[config.mk]
export PLATFORM = sky130hd
export DESIGN_NAME = fetch_unit
export DESIGN_NICKNAME = d
export VERILOG_FILES = /design/src/rtl/fetch_unit_pkg.sv /design/src/rtl/fetch_fifo.sv /design/src/rtl/fetch_fifo_chk.sv /design/src/rtl/fetch_unit.sv
export SDC_FILE = /design/constraint.sdc
export NUM_CORES = 1
export LEC_CHECK = 0
export BUFFER_PORTS_ARGS = -buffer_cell sky130_fd_sc_hd__clkbuf_2
export CORE_MARGIN = 4
export CORE_UTILIZATION = 56
export DETAILED_ROUTE_END_ITERATION = 8
export PLACE_DENSITY = 0.81
export SYNTH_ARGS = -nofsm -noshare
export SYNTH_HDL_FRONTEND = slang
export SYNTH_SLANG_ARGS = --single-unit
[constraint.sdc]
create_clock -name clk -period 7.3 [get_ports clk]
set_input_delay 1.46 -clock clk [delete_from_list [all_inputs] [get_ports clk]]
set_output_delay 1.46 -clock clk [all_outputs]
set_load 0.05 [all_outputs]
[src/rtl/fetch_unit_pkg.sv]
// Shared constants for the instruction fetch stage.
package fetch_unit_pkg;

    // Native word width of the fetch datapath.
    localparam int          XLEN_DEF = 32;
    // Instruction shown to decode when the buffer is empty (addi x0,x0,0).
    localparam logic [31:0] NOP_INST = 32'h0000_0013;
    // Byte distance between consecutive instruction words.
    localparam logic [31:0] PC_STEP  = 32'h0000_0004;

endpackage

[src/rtl/fetch_fifo.sv]
// Synchronous FIFO holding {pc, inst} pairs between fetch and decode.
module fetch_fifo #(
    parameter  int DEPTH = 2,
    parameter  int WIDTH = 64,
    localparam int PTR_W = $clog2(DEPTH),
    localparam int CNT_W = $clog2(DEPTH) + 1
) (
    input  logic             clk,
    input  logic             rst,
    input  logic             i_push,
    input  logic             i_pop,
    input  logic             i_flush,
    input  logic [WIDTH-1:0] i_data,
    output logic [WIDTH-1:0] o_head,
    output logic             o_empty,
    output logic             o_full,
    output logic [CNT_W-1:0] o_count
);

    logic [WIDTH-1:0] r_mem [DEPTH];
    logic [PTR_W-1:0] r_wptr;
    logic [PTR_W-1:0] r_rptr;
    logic [CNT_W-1:0] r_count;
    logic             w_do_push;
    logic             w_do_pop;

    assign o_empty = (r_count == CNT_W'(0));
    assign o_full  = (r_count == CNT_W'(DEPTH));
    assign o_count = r_count;
    assign o_head  = r_mem[r_rptr];

    // A flush overrides both ports; a push into a full buffer is only taken alongside a pop.
    assign w_do_pop  = i_pop && !o_empty && !i_flush;
    assign w_do_push = i_push && !i_flush && (!o_full || w_do_pop);

    // Storage write plus pointer and occupancy update; flush empties the buffer in one cycle.
    always_ff @(posedge clk or posedge rst) begin
        if (rst) begin
            r_wptr  <= PTR_W'(0);
            r_rptr  <= PTR_W'(0);
            r_count <= CNT_W'(0);
            for (int i = 0; i < DEPTH; i++) begin
                r_mem[i] <= {WIDTH{1'b0}};
            end
        end else if (i_flush) begin
            r_wptr  <= PTR_W'(0);
            r_rptr  <= PTR_W'(0);
            r_count <= CNT_W'(0);
        end else begin
            if (w_do_push) begin
                r_mem[r_wptr] <= i_data;
                r_wptr        <= r_wptr + PTR_W'(1);
            end
            if (w_do_pop) begin
                r_rptr <= r_rptr + PTR_W'(1);
            end
            r_count <= r_count + CNT_W'(w_do_push) - CNT_W'(w_do_pop);
        end
    end

    fetch_fifo_chk u_chk (
        .clk    (clk),
        .rst    (rst),
        .i_push (i_push && !i_flush),
        .i_pop  (w_do_pop),
        .i_full (o_full)
    );

endmodule

[src/rtl/fetch_fifo_chk.sv]
// Property checker for the fetch instruction buffer.
module fetch_fifo_chk (
    input  logic clk,
    input  logic rst,
    input  logic i_push,
    input  logic i_pop,
    input  logic i_full
);

    // The credit scheme must never push into a full buffer unless the head leaves that cycle.
    a_no_overflow: assert property (@(posedge clk) disable iff (rst) (i_push && i_full) |-> i_pop);

endmodule

[src/rtl/fetch_unit.sv]
// Instruction fetch stage: owns the PC, issues in-order word requests, buffers
// returned words with their PCs and hands them to decode; redirects flush and restart.
module fetch_unit
    import fetch_unit_pkg::*;
#(
    parameter logic [31:0] RESET_PC   = 32'h0000_0000,
    parameter int          FIFO_DEPTH = 2,
    parameter int          XLEN       = XLEN_DEF
) (
    input  logic            clk,
    input  logic            rst,
    output logic            imem_req_valid,
    input  logic            imem_req_ready,
    output logic [XLEN-1:0] imem_req_addr,
    input  logic            imem_resp_valid,
    input  logic [XLEN-1:0] imem_resp_data,
    input  logic            redirect_valid,
    input  logic [XLEN-1:0] redirect_pc,
    output logic            inst_valid,
    input  logic            inst_ready,
    output logic [XLEN-1:0] inst,
    output logic [XLEN-1:0] inst_pc
);

    localparam int              CNT_W    = $clog2(FIFO_DEPTH) + 1;
    localparam logic [XLEN-1:0] PC_RESET = XLEN'(RESET_PC);
    localparam logic [XLEN-1:0] STEP     = XLEN'(PC_STEP);
    localparam logic [XLEN-1:0] NOP      = XLEN'(NOP_INST);

    logic [XLEN-1:0]   r_pc;
    logic [XLEN-1:0]   w_pc_next;
    logic [CNT_W-1:0]  r_outstanding;
    logic [CNT_W-1:0]  w_outstanding_next;
    logic [CNT_W-1:0]  r_drop;
    logic [CNT_W-1:0]  w_drop_next;
    logic [CNT_W-1:0]  w_count;
    logic              w_empty;
    logic              w_full;
    logic [2*XLEN-1:0] w_head;
    logic [CNT_W:0]    w_credit_used;
    logic [XLEN-1:0]   w_resp_pc;
    logic              w_req_valid;
    logic              w_accept;
    logic              w_push;
    logic              w_pop;
    logic              w_unused;

    // Redirect wins: it suppresses the pop, the push and the request of its cycle.
    assign w_pop  = !w_empty && inst_ready && !redirect_valid;
    assign w_push = imem_resp_valid && (r_drop == CNT_W'(0)) && !redirect_valid;

    // Buffered words plus in-flight requests may not exceed the buffer size; a pop
    // in the same cycle already counts as a free slot.
    assign w_credit_used = {1'b0, w_count} + {1'b0, r_outstanding} - {{CNT_W{1'b0}}, w_pop};
    assign w_req_valid   = !rst && !redirect_valid && (w_credit_used < (CNT_W + 1)'(FIFO_DEPTH));
    assign w_accept      = w_req_valid && imem_req_ready;

    // With nothing left to drop, every in-flight request was issued from the current
    // PC stream, so the oldest one sits exactly 'outstanding' words behind the PC.
    assign w_resp_pc = r_pc - (XLEN'(r_outstanding) * STEP);

    assign imem_req_valid = w_req_valid;
    assign imem_req_addr  = r_pc;
    assign inst_valid     = !w_empty;
    assign inst           = w_empty ? NOP : w_head[XLEN-1:0];
    assign inst_pc        = w_empty ? {XLEN{1'b0}} : w_head[2*XLEN-1:XLEN];

    // Target byte-offset bits are ignored; the buffer's full flag is implied by the credits.
    assign w_unused = &{1'b0, redirect_pc[1:0], w_full};

    // Next PC, in-flight count and pending-drop count.
    always_comb begin
        w_pc_next          = r_pc;
        w_outstanding_next = r_outstanding;
        w_drop_next        = r_drop;

        if (redirect_valid) begin
            w_pc_next = {redirect_pc[XLEN-1:2], 2'b00};
        end else if (w_accept) begin
            w_pc_next = r_pc + STEP;
        end else begin
            w_pc_next = r_pc;
        end

        case ({w_accept, imem_resp_valid})
            2'b10:   w_outstanding_next = r_outstanding + CNT_W'(1);
            2'b01:   w_outstanding_next = r_outstanding - CNT_W'(1);
            default: w_outstanding_next = r_outstanding;
        endcase

        if (redirect_valid) begin
            w_drop_next = r_outstanding - CNT_W'(imem_resp_valid);
        end else if (imem_resp_valid && (r_drop != CNT_W'(0))) begin
            w_drop_next = r_drop - CNT_W'(1);
        end else begin
            w_drop_next = r_drop;
        end
    end

    // PC and request bookkeeping registers.
    always_ff @(posedge clk or posedge rst) begin
        if (rst) begin
            r_pc          <= PC_RESET;
            r_outstanding <= CNT_W'(0);
            r_drop        <= CNT_W'(0);
        end else begin
            r_pc          <= w_pc_next;
            r_outstanding <= w_outstanding_next;
            r_drop        <= w_drop_next;
        end
    end

    fetch_fifo #(
        .DEPTH (FIFO_DEPTH),
        .WIDTH (2 * XLEN)
    ) u_fifo (
        .clk     (clk),
        .rst     (rst),
        .i_push  (w_push),
        .i_pop   (w_pop),
        .i_flush (redirect_valid),
        .i_data  ({w_resp_pc, imem_resp_data}),
        .o_head  (w_head),
        .o_empty (w_empty),
        .o_full  (w_full),
        .o_count (w_count)
    );

endmodule

### Yosys cells after proc, flatten, opt, wreduce, memory -nomap -nowiden

Index checks and enable logic that the tools add are counted.

* add/subtract/negate cells: 12
* magnitude comparators: 4
* eq/ne operators: 3
* multiplexer cells: 18
* bitwise logic cells: 3
* reduce and logical (&&, ||, !) cells: 27

Operators with widths (number)
* 2-to-1 mux 64 bit: 4
* bitwise mux 128 bit: 1
* 2-to-1 mux 32 bit: 4
* demux 64 bit (select 1 bit): 1
* adder 32 x 3 -> 32 bit, second input constant: 1
* subtractor 32 x 4 -> 32 bit: 1
* logical AND 1 bit: 13
* nonzero test 2 bit: 6
* 2-to-1 mux 2 bit: 3
* == test 2 bit, second input constant: 2
* >= comparator 2 bit, second input constant: 2
* logical NOT 1 bit: 4
* logical NOT 2 bit: 2
* 2-to-1 mux 1 bit: 4
* inverter 1 -> 2 bit: 2
* one-hot mux 2 bit (2 select lines): 1
* subtractor 2 x 1 -> 2 bit: 2
* subtractor 2 x 1 -> 2 bit, second input constant: 2
* adder 2 x 2 -> 3 bit: 1
* less-than comparator 3 x 2 -> 1 bit, second input constant: 1
* subtractor 3 x 1 -> 3 bit: 1
* adder 1 bit, second input constant: 2
* adder 2 x 1 -> 2 bit: 1
* adder 2 x 1 -> 2 bit, second input constant: 1
* 5 further kinds: 5

* register bits: 168
* input port bits: 70
* output and inout bits: 98
* word-level logic and storage cells: 75

### Longest topological paths before layout

Gate-level depths: netlist of run 1.

* depth after elaboration: 11
* depth in mapped cells: 16
* mapped depth without buffers: 14

### By module

From an unflattened synthesis of run 1, not the netlist that was laid out.

* cell total of the unflattened synthesis: 786
* area, all modules: 9255.1 um^2

Modules (own cells, without submodules)
* fetch_fifo: instances 1, cells each 367, area an instance 5988.2 um^2, seq. area each 3303.2 um^2
* fetch_unit: instances 1, cells each 419, area an instance 3266.9 um^2, seq. area each 850.8 um^2

### Worst setup path before layout of run 1

No wires, ideal clock.

* path type: input -> output
* start point: in redirect_valid
* end point: out imem_req_valid
* data arrival time: 4.946 ns
* data required time: 5.840 ns
* path slack: 0.894 ns
* stages on the path: 9
* buffers on the path: 3
* path through: clkbuf_1 clkbuf_1 buf_1 nor2_1 ha_1 nand2b_1 fa_1 xnor2_1 nor4b_1

* cells in the longest elaborated chain, start to end: 5
* elaborated cells on any way between the ends: 6
* classes of those cells: add/sub: 1; order compare: 1; reduce/logical: 4

RTL lines
* start, declared: line fetch_unit.sv:17 `input logic redirect_valid,`
* logical NOT 1 bit (*): line fetch_unit.sv:49, fetch_unit.sv:55
* logical AND 1 bit: line fetch_unit.sv:49 `assign w_pop = !w_empty && inst_ready && !redirect_valid;`
* subtractor 3 x 1 -> 3 bit: line fetch_unit.sv:54 `assign w_credit_used = {1'b0, w_count} + {1'b0, r_outstanding} - {{CNT_W{1'b0}}, w_pop};`
* less-than comparator 3 x 2 -> 1 bit: line fetch_unit.sv:55 `assign w_req_valid = !rst && !redirect_valid && (w_credit_used < (CNT_W + 1)'(FIFO_DEPTH));`
* logical AND 1 bit (*): line fetch_unit.sv:55
* end, declared: line fetch_unit.sv:12 `output logic imem_req_valid,`

Mark *: on every way between the ends. The rest lies on a longest branch, timed or not.

### Final worst setup path of run 1

Same ends and word-level chain as after synthesis.

==> impl_results.md, run 1 <==
* Status: finished, final reports clean
* Initial Util at 57.6%
* Final net count at 1117
* Worst skew pair latency at ~0.42 ns
* Power per cell area at about 360 nW/um^2
* Power, Total at ~3.6 mW
* Grt ovf at 0
* Via count at around 7000
* Vias in the first global route at 6619
* Count of pins over their slew limit at 0
* # resized after CTS at 0
* Initial antenna violation count at 0
* Area of the die at approximately 17000 sq um
* Int Power at roughly 2.2 mW
* H-tree depth at 4
* Post-Synthesis Cells at 918
* Die Width at around 130 um
* CTS Buffer Depth at 2
* Maximum Capacitance Violations at 0
* Clk_skew at between 0.01 and 0.015 ns
* Hold-fix buffers at CTS at 0
* Hold Crit Start: u_fifo.r_mem[92]
* Critical Path Most Common Cell: clkbuf_2
* EDFF count, synth at 0
* Critical Path Source Type: primary input
* Core footprint at approximately 15000 sq um
* Fin crit share at about 70%
* Drt pass-1 iters at 4
* Largest net degree at the start of global routing at 88
* Final setup fails at 0
* Row count at 44
* FF-to-FF setup slack at between 2 and 3 ns
* Height of the chip at approximately 130 um
* Setup crit end kind: primary output
* Worst Tran Pin Value at approximately 1.3 ns
* Ys flop type: dfrtp_1
* Sequential fraction of the synthesis area at between 40% and 50%
* Worst slew margin at a little over an eighth
* Seq pwr share at 40.0%
* DRT Wirelength at ~20 mm
* Layout area overhead at 17.3%
* Clock power frac at a little over a quarter
* Hold path endpoint: u_fifo.r_mem[92]
* First-pass GRT wire length at about 32 mm
* Post-CTS Setup Inserts at 0
* Ant diodes at 0
* Minimum clock period at 5.14 ns
* GRT Total Usage at 23.2%
* Worst path buffer plus inverter count at 3
* Worst path max stage delay at 0.44 ns
* Synth cell types at 48
* Setup CP Type: primary input to primary output
* Yosys warning total at 0
* DRC errors left at 0
* Top Family by Delay on Critical Path: buffers and inverters
* Drt initial violations at 415
* Num CTS Buffers at 17
* Crit-path cells: clkbuf_2 > buf_4 > nor2_1 > ha_1 > nand2b_1 > fa_1 > xnor2_1 > nor4b_1 > clkbuf_2
* Switch share at a little under two fifths
* Reg2reg end: imem_req_addr[5]
* Cell Area, Synth at roughly 8400 sq um
* Clock sink count at 162
* CP max-delay cell: buf_4
* Clk pin slew, worst setup/hold paths at ~0.06 ns
* Final core utilization at 67.5%
* Post-synth top area share at 48.1%
* Psw at ~1.4 mW
* Post-synth top cells: nand2_1 (193), dfrtp_1 (162), nor2_1 (100), o21ai_0 (70), mux2i_1 (63)
* Fin. Hold Viols at 0
* Port bufs at roughly 160
* Dominant cell by count in the synthesized netlist: nand2_1
* Max Fclk at between 150 and 200 MHz
* Final HPWL DP at around 13 mm
* Fraction of registers with async set/reset at 100%
* Final ANT Viol Nets at 0
* Largest cells by area after synthesis: dfrtp_1 (48%), nand2_1 (8.6%), mux2i_1 (7.5%)
* Arr. time, crit path at 3.68 ns
* RSZ-0062 raised after global routing: no
* Hold Crit Class: flip-flop to flip-flop
* Setup TNS at 0 ns
* Required time worst endpoint at 5.84 ns
* Fillers at roughly 1100
* Combinational power share at 33.8%
* RePlAce Congestion at 0.855
* Max IR drop VDD at 0.205 mV
* Hold path depth at 2
* CTS Root Cell: clkbuf_16
* Vias/cell at around 5.7
* WL/cell at roughly 16 um
* CTS tree: done
* Yosys top cell by area: dfrtp_1
* Reg2Reg Launch Point: u_fifo.o_count[0]
* R2R depth at 14
* Max Fanout on Critical Path at 55
* Mapped Avg Cell Area at ~9 sq um
* Layout cell share with drive strength beyond 1 at about a quarter
* Pleak at 4.58 nW
* Synth Register Bits at 162
* Io pins at 168
[cells in the final DEF, fill, tap and decap left out, types with 5 or more instances in the layout]
cell type / instances
mux2_2: 36
nand2_1: 192
inv_1: 14
a32oi_1: 5
xor2_1: 6
mux2i_1: 63
o211ai_1: 8
ha_1: 10
a21oi_1: 13
clkbuf_16: 17
clkbuf_2: 161
xnor2_1: 32
o311ai_0: 8
nor3_1: 11
dfrtp_1: 161
nor2b_1: 6
nor4_1: 15
nand4_1: 11
buf_4: 8
nor2_1: 99
a31oi_1: 6
o21ai_0: 70
nand3_1: 20
and3_1: 6
[tightest hold or removal path, cell delays in order, from the launching register on]
cell	delay, ns
dfrtp_1	0.34
nand2_1	0.05
nand2_1	0.06
[how the worst max path moves through the flow]
stage	from	endpoint	depth (start not counted)	slack [ns]
final	redirect_valid	imem_req_valid	9	2.16
after global routing	redirect_valid	imem_req_valid	9	1.92
after CTS	redirect_valid	imem_req_valid	9	2.15
after detailed placement	redirect_valid	imem_req_valid	9	2.16
after global placement	redirect_valid	imem_req_valid	9	2.15
after floorplan	redirect_valid	imem_req_valid	9	0.89
[metrics by stage]
step | cell area [sq um] | worst slack (ns) | instances | hold WS [ns]
after floorplan | 8440 | 0.894 | 921 | 0.445
after global placement | 9260 | 2.15 | 1200 | 0.457
after detailed placement | 9260 | 2.16 | 1200 | 0.461
after CTS | 9890 | 2.15 | 1232 | 0.476
after global routing | 9890 | 1.92 | 1232 | 0.495
final | 9890 | 2.16 | 1232 | 0.475
[flip-flops by register name, summed over array words and instances (netlist names)]
name            flops
u_fifo.r_mem      124
imem_req_addr      30
r_drop              2
r_outstanding       2
u_fifo.o_count      2
u_fifo.r_rptr       1
u_fifo.r_wptr       1
[power by group through the flow]
stage	clock, mW	sequential, mW	combinational [mW]
final	0.938	1.43	1.21
after global routing	0.991	1.48	1.34
after CTS	0.953	1.43	1.23
after detailed placement	0	1.45	1.22
after global placement	0	1.43	1.18
after floorplan	0	1.41	0.945
[kinds of logic after synthesis]
| group | share of synthesized area (%) |
|---|---|
| adder cells (fa/ha/maj) | 1.96 |
| AND/OR/NAND/NOR | 20.5 |
| buffers and inverters | 4.29 |
| XOR/XNOR | 3.95 |
| AO/OA/AOI/OAI | 8.89 |
| flip-flops | 48.1 |
| other | 0.0445 |
| multiplexers | 12.3 |
[routing by layer]
| layer | share of wire (%) | wire length (um) | GRT usage (%) | up-vias |
|---|---|---|---|---|
| met5 | 0 | 0 | 0 | - |
| met2 | 47 | 9290 | 37.5 | 250 |
| li1 | - | - | - | 3374 |
| met4 | 1.4 | 277 | 6.72 | 0 |
| met3 | 6.6 | 1300 | 4.84 | 24 |
| met1 | 45 | 8730 | 31.9 | 3357 |
[layout make-up]
class | count | area (sq um) | area share (%)
Timing Repair Buffer | 169 | 866 | 8.76
Tap cell | 184 | 230 | 2.33
Clock inverter | 10 | 155 | 1.57
Multi-Input combinational cell | 670 | 4040 | 40.9
Clock buffer | 22 | 474 | 4.80
Sequential cell | 162 | 4060 | 41.0
Inverter | 15 | 61.3 | 0.620
Power figures use the tool's default switching activity.
==> inputs of run 2 (changes only) <==
- CORE_UTILIZATION: 56 -> 50
- PLACE_DENSITY: 0.81 -> 0.76
- clock period: 7.3 -> 4.7 ns (I/O delays scaled with it)
==> run 2 against run 1 <==
Compared with the run above:
- clock-buffer cell count shrank 4
- first-iteration DRC count shrank 9.4%
- worst setup slack lost 1.3 ns
- global-route usage shrank 1.7 points
- clock power grew 65%
- clock skew grew 0.0012 ns
- register-to-register slack lost 2.0 ns
- power grew 58%
- utilization shrank 6.9 points
- sequential power grew 55%
- die area grew 11%
- combinational power grew 56%
- critical endpoint is now r_outstanding[1]
==> impl_results.md, run 2 (same netlist as run 1, synthesis figures left out) <==
* Top routing layer in use: met4
* Row count at 47 (+6.8%)
* Largest net degree at the start of global routing at 86 (-2.3%)
* Worst skew pair latency at 0.43 ns (about the same)
* DRC errors left at 0 (unchanged)
* CTS Root Cell: clkbuf_16
* Worst path max stage delay at 0.60 ns (+0.16 ns)
* Final net count at 1119 (+0.18%)
* Count of pins over their slew limit at 0 (unchanged)
* Required time worst endpoint at 5.02 ns (-0.82 ns)
* Setup TNS at 0 ns (unchanged)
* WL/cell at 15.7 um (-1.3%)
* Via count at 6865 (-2.0%)
* Layout area overhead at 18.8%
* CP max-delay cell: nor4_2
* Layout cell share with drive strength beyond 1 at 24.0% (+0.43 points)
* Final HPWL DP at 13.5 mm (+1.9%)
* Top Family by Delay on Critical Path: simple AND/OR/NAND/NOR gates
* Vias/cell at 5.41 (-4.9%)
* Wire length on met1 at 9.11 mm (+4.4%)
* Most common cell after layout, fill and taps aside: nand2_1
* Die Width at 138 um (+5.5%)
* Clock sink count at 162 (unchanged)
* Psw at 2.19 mW (+59%)
* Hold Crit Class: flip-flop to flip-flop
* Max reg flops at 124 (unchanged)
* Status: finished, final reports clean
* RSZ-0062 raised after global routing: no
* Setup CP Type: flip-flop to flip-flop
* Crit-path cells: nor2_4 > inv_1 > nand2_1 > nor2_1 > ha_1 > nand2b_1 > fa_1 > xnor2_1 > nor4_2 > inv_1 > ha_1 > xnor2_1 > nor2_1 > xnor2_1
* Seq pwr share at 39.2% (-0.8 points)
* GRT Total Usage at 21.5% (-1.7 points)
* Worst path buffer plus inverter count at 2 (-1)
* Hold-fix buffers at CTS at 0 (unchanged)
* FF-to-FF setup slack at 0.88 ns (-1.98 ns)
* Core footprint at 16500 sq um (+13%)
* Setup crit end kind: flip-flop
* CTS Buffer Depth at 2 (unchanged)
* RePlAce Congestion at 0.842 (-1.5%)
* Vias in the first global route at 6659 (+0.60%)
* Fillers at 1435 (+27%)
* Clk pin slew, worst setup/hold paths at 0.07 ns (about the same)
* Max Fanout on Critical Path at 29 (-47%)
* Clk_skew at 0.0117 ns (+0.00122 ns)
* Power per cell area at 565 nW/um^2 (+56%)
* Initial antenna violation count at 0 (unchanged)
* Switch share at 38.7% (+0.26 points)
* Drt initial violations at 376 (-9.4%)
* Worst Tran Pin Value at 1.19 ns (-0.105 ns)
* Fin. Hold Viols at 0 (unchanged)
* Final setup fails at 0 (unchanged)
* First-pass GRT wire length at 32.5 mm (+2.3%)
* Max IR drop VDD at 0.328 mV (+60%)
* DRT Wirelength at 19.9 mm (+1.7%)
* Arr. time, crit path at 4.15 ns (+0.47 ns)
* Io pins at 168 (unchanged)
* Area of the die at 19000 sq um (+11%)
* Maximum Capacitance Violations at 0 (unchanged)
* Post-CTS Setup Inserts at 0 (unchanged)
* # resized after CTS at 0 (unchanged)
* Met3 Wirelength at 1.16 mm (-11%)
* Max Fclk at 261 MHz
* Top reg by flops: u_fifo.r_mem
* Initial Util at 51.0% (-6.6 points)
* Clock power frac at 27.4% (+1.2 points)
* Num CTS Buffers at 17 (unchanged)
* H-tree depth at 4 (unchanged)
* Final core utilization at 60.6% (-6.9 points)
* Worst slew margin at 20.6% (+7.0 points)
* Fin crit share at slightly above 80%
* Height of the chip at 138 um (+5.5%)
* Pleak at 4.62 nW (+0.78%)
* Final ANT Viol Nets at 0 (unchanged)
* Critical Path Most Common Cell: xnor2_1
* Highest-count cells in the layout ignoring fill and taps: nand2_1 (192), dfrtp_1 (161), clkbuf_2 (161), nor2_1 (99), o21ai_0 (70)
* Ant diodes at 0 (unchanged)
* Int Power at 3.47 mW (+57%)
* Critical Path Source Type: flip-flop
* Grt ovf at 0 (unchanged)
* Minimum clock period at around 3.8 ns
* Routed wl met2 at 9.27 mm (-0.24%)
* Combinational power share at 33.4% (-0.4 points)
* Drt pass-1 iters at 6 (+2)
* Port bufs at 161 (unchanged)
* CTS tree: done
[run 2: changes by cell type in the layout (fill, tap and decap cells not counted), moves of 2 or more]
cell,change
clkbuf_1,-2
buf_12,+2
clkinv_2,-3
clkbuf_8,-2
clkinv_4,+3
inv_6,+2
[run 2: tightest hold or removal path: cells and delay by family (launching register included)]
family           cells  cell delay, ns
flip-flops           1            0.34
AND/OR/NAND/NOR      2            0.10
[run 2: layout make-up]
class / instances / area, sq um / share of cell area (%)
Clock buffer: 18 / 439 / 4.39
Clock inverter: 14 / 226 / 2.26
Inverter: 15 / 60.1 / 0.600
Multi-Input combinational cell: 670 / 4050 / 40.4
Sequential cell: 162 / 4060 / 40.5
Tap cell: 220 / 275 / 2.75
Timing Repair Buffer: 171 / 906 / 9.05
[run 2: power by group through the flow]
stage | clock, mW | combinational, mW | sequential (mW)
2_1_floorplan | 0 | 1.47 | 2.19
3_5_place_dp | 0 | 1.90 | 2.24
5_1_grt | 1.64 | 2.09 | 2.28
4_1_cts | 1.58 | 1.91 | 2.22
3_3_place_gp | 0 | 1.86 | 2.22
6_report | 1.55 | 1.89 | 2.22
[run 2: metrics by stage]
stage | power (mW) | hold WS, ns | instances | cell area, sq um | worst slack, ns
after floorplan | 3.66 | 0.445 | 921 | 8450 | 0.0203
after global placement | 4.07 | 0.457 | 1238 | 9350 | 0.540
after detailed placement | 4.14 | 0.463 | 1238 | 9350 | 0.492
after CTS | 5.71 | 0.478 | 1270 | 10000 | 0.872
after global routing | 6.01 | 0.490 | 1270 | 10000 | 0.561
final | 5.66 | 0.475 | 1270 | 10000 | 0.876
[run 2: final timing paths]
check | from | to | cells after the start
min reg2reg | u_fifo.r_mem[64] | u_fifo.r_mem[64] | 2
min in group asynchronous | rst | imem_req_addr[8] | 2
min | u_fifo.r_mem[64] | u_fifo.r_mem[64] | 2
max in group asynchronous | rst | u_fifo.r_rptr | 3
max | u_fifo.o_count[0] | r_outstanding[1] | 14
max reg2reg | u_fifo.o_count[0] | r_outstanding[1] | 14
[run 2: layer usage]
layer / vias to the layer above / global-route usage [%]
li1: 3369 / -
met1: 3262 / 29.4
met5: - / 0
met4: 0 / 8.07
met2: 202 / 33.9
met3: 32 / 4.53
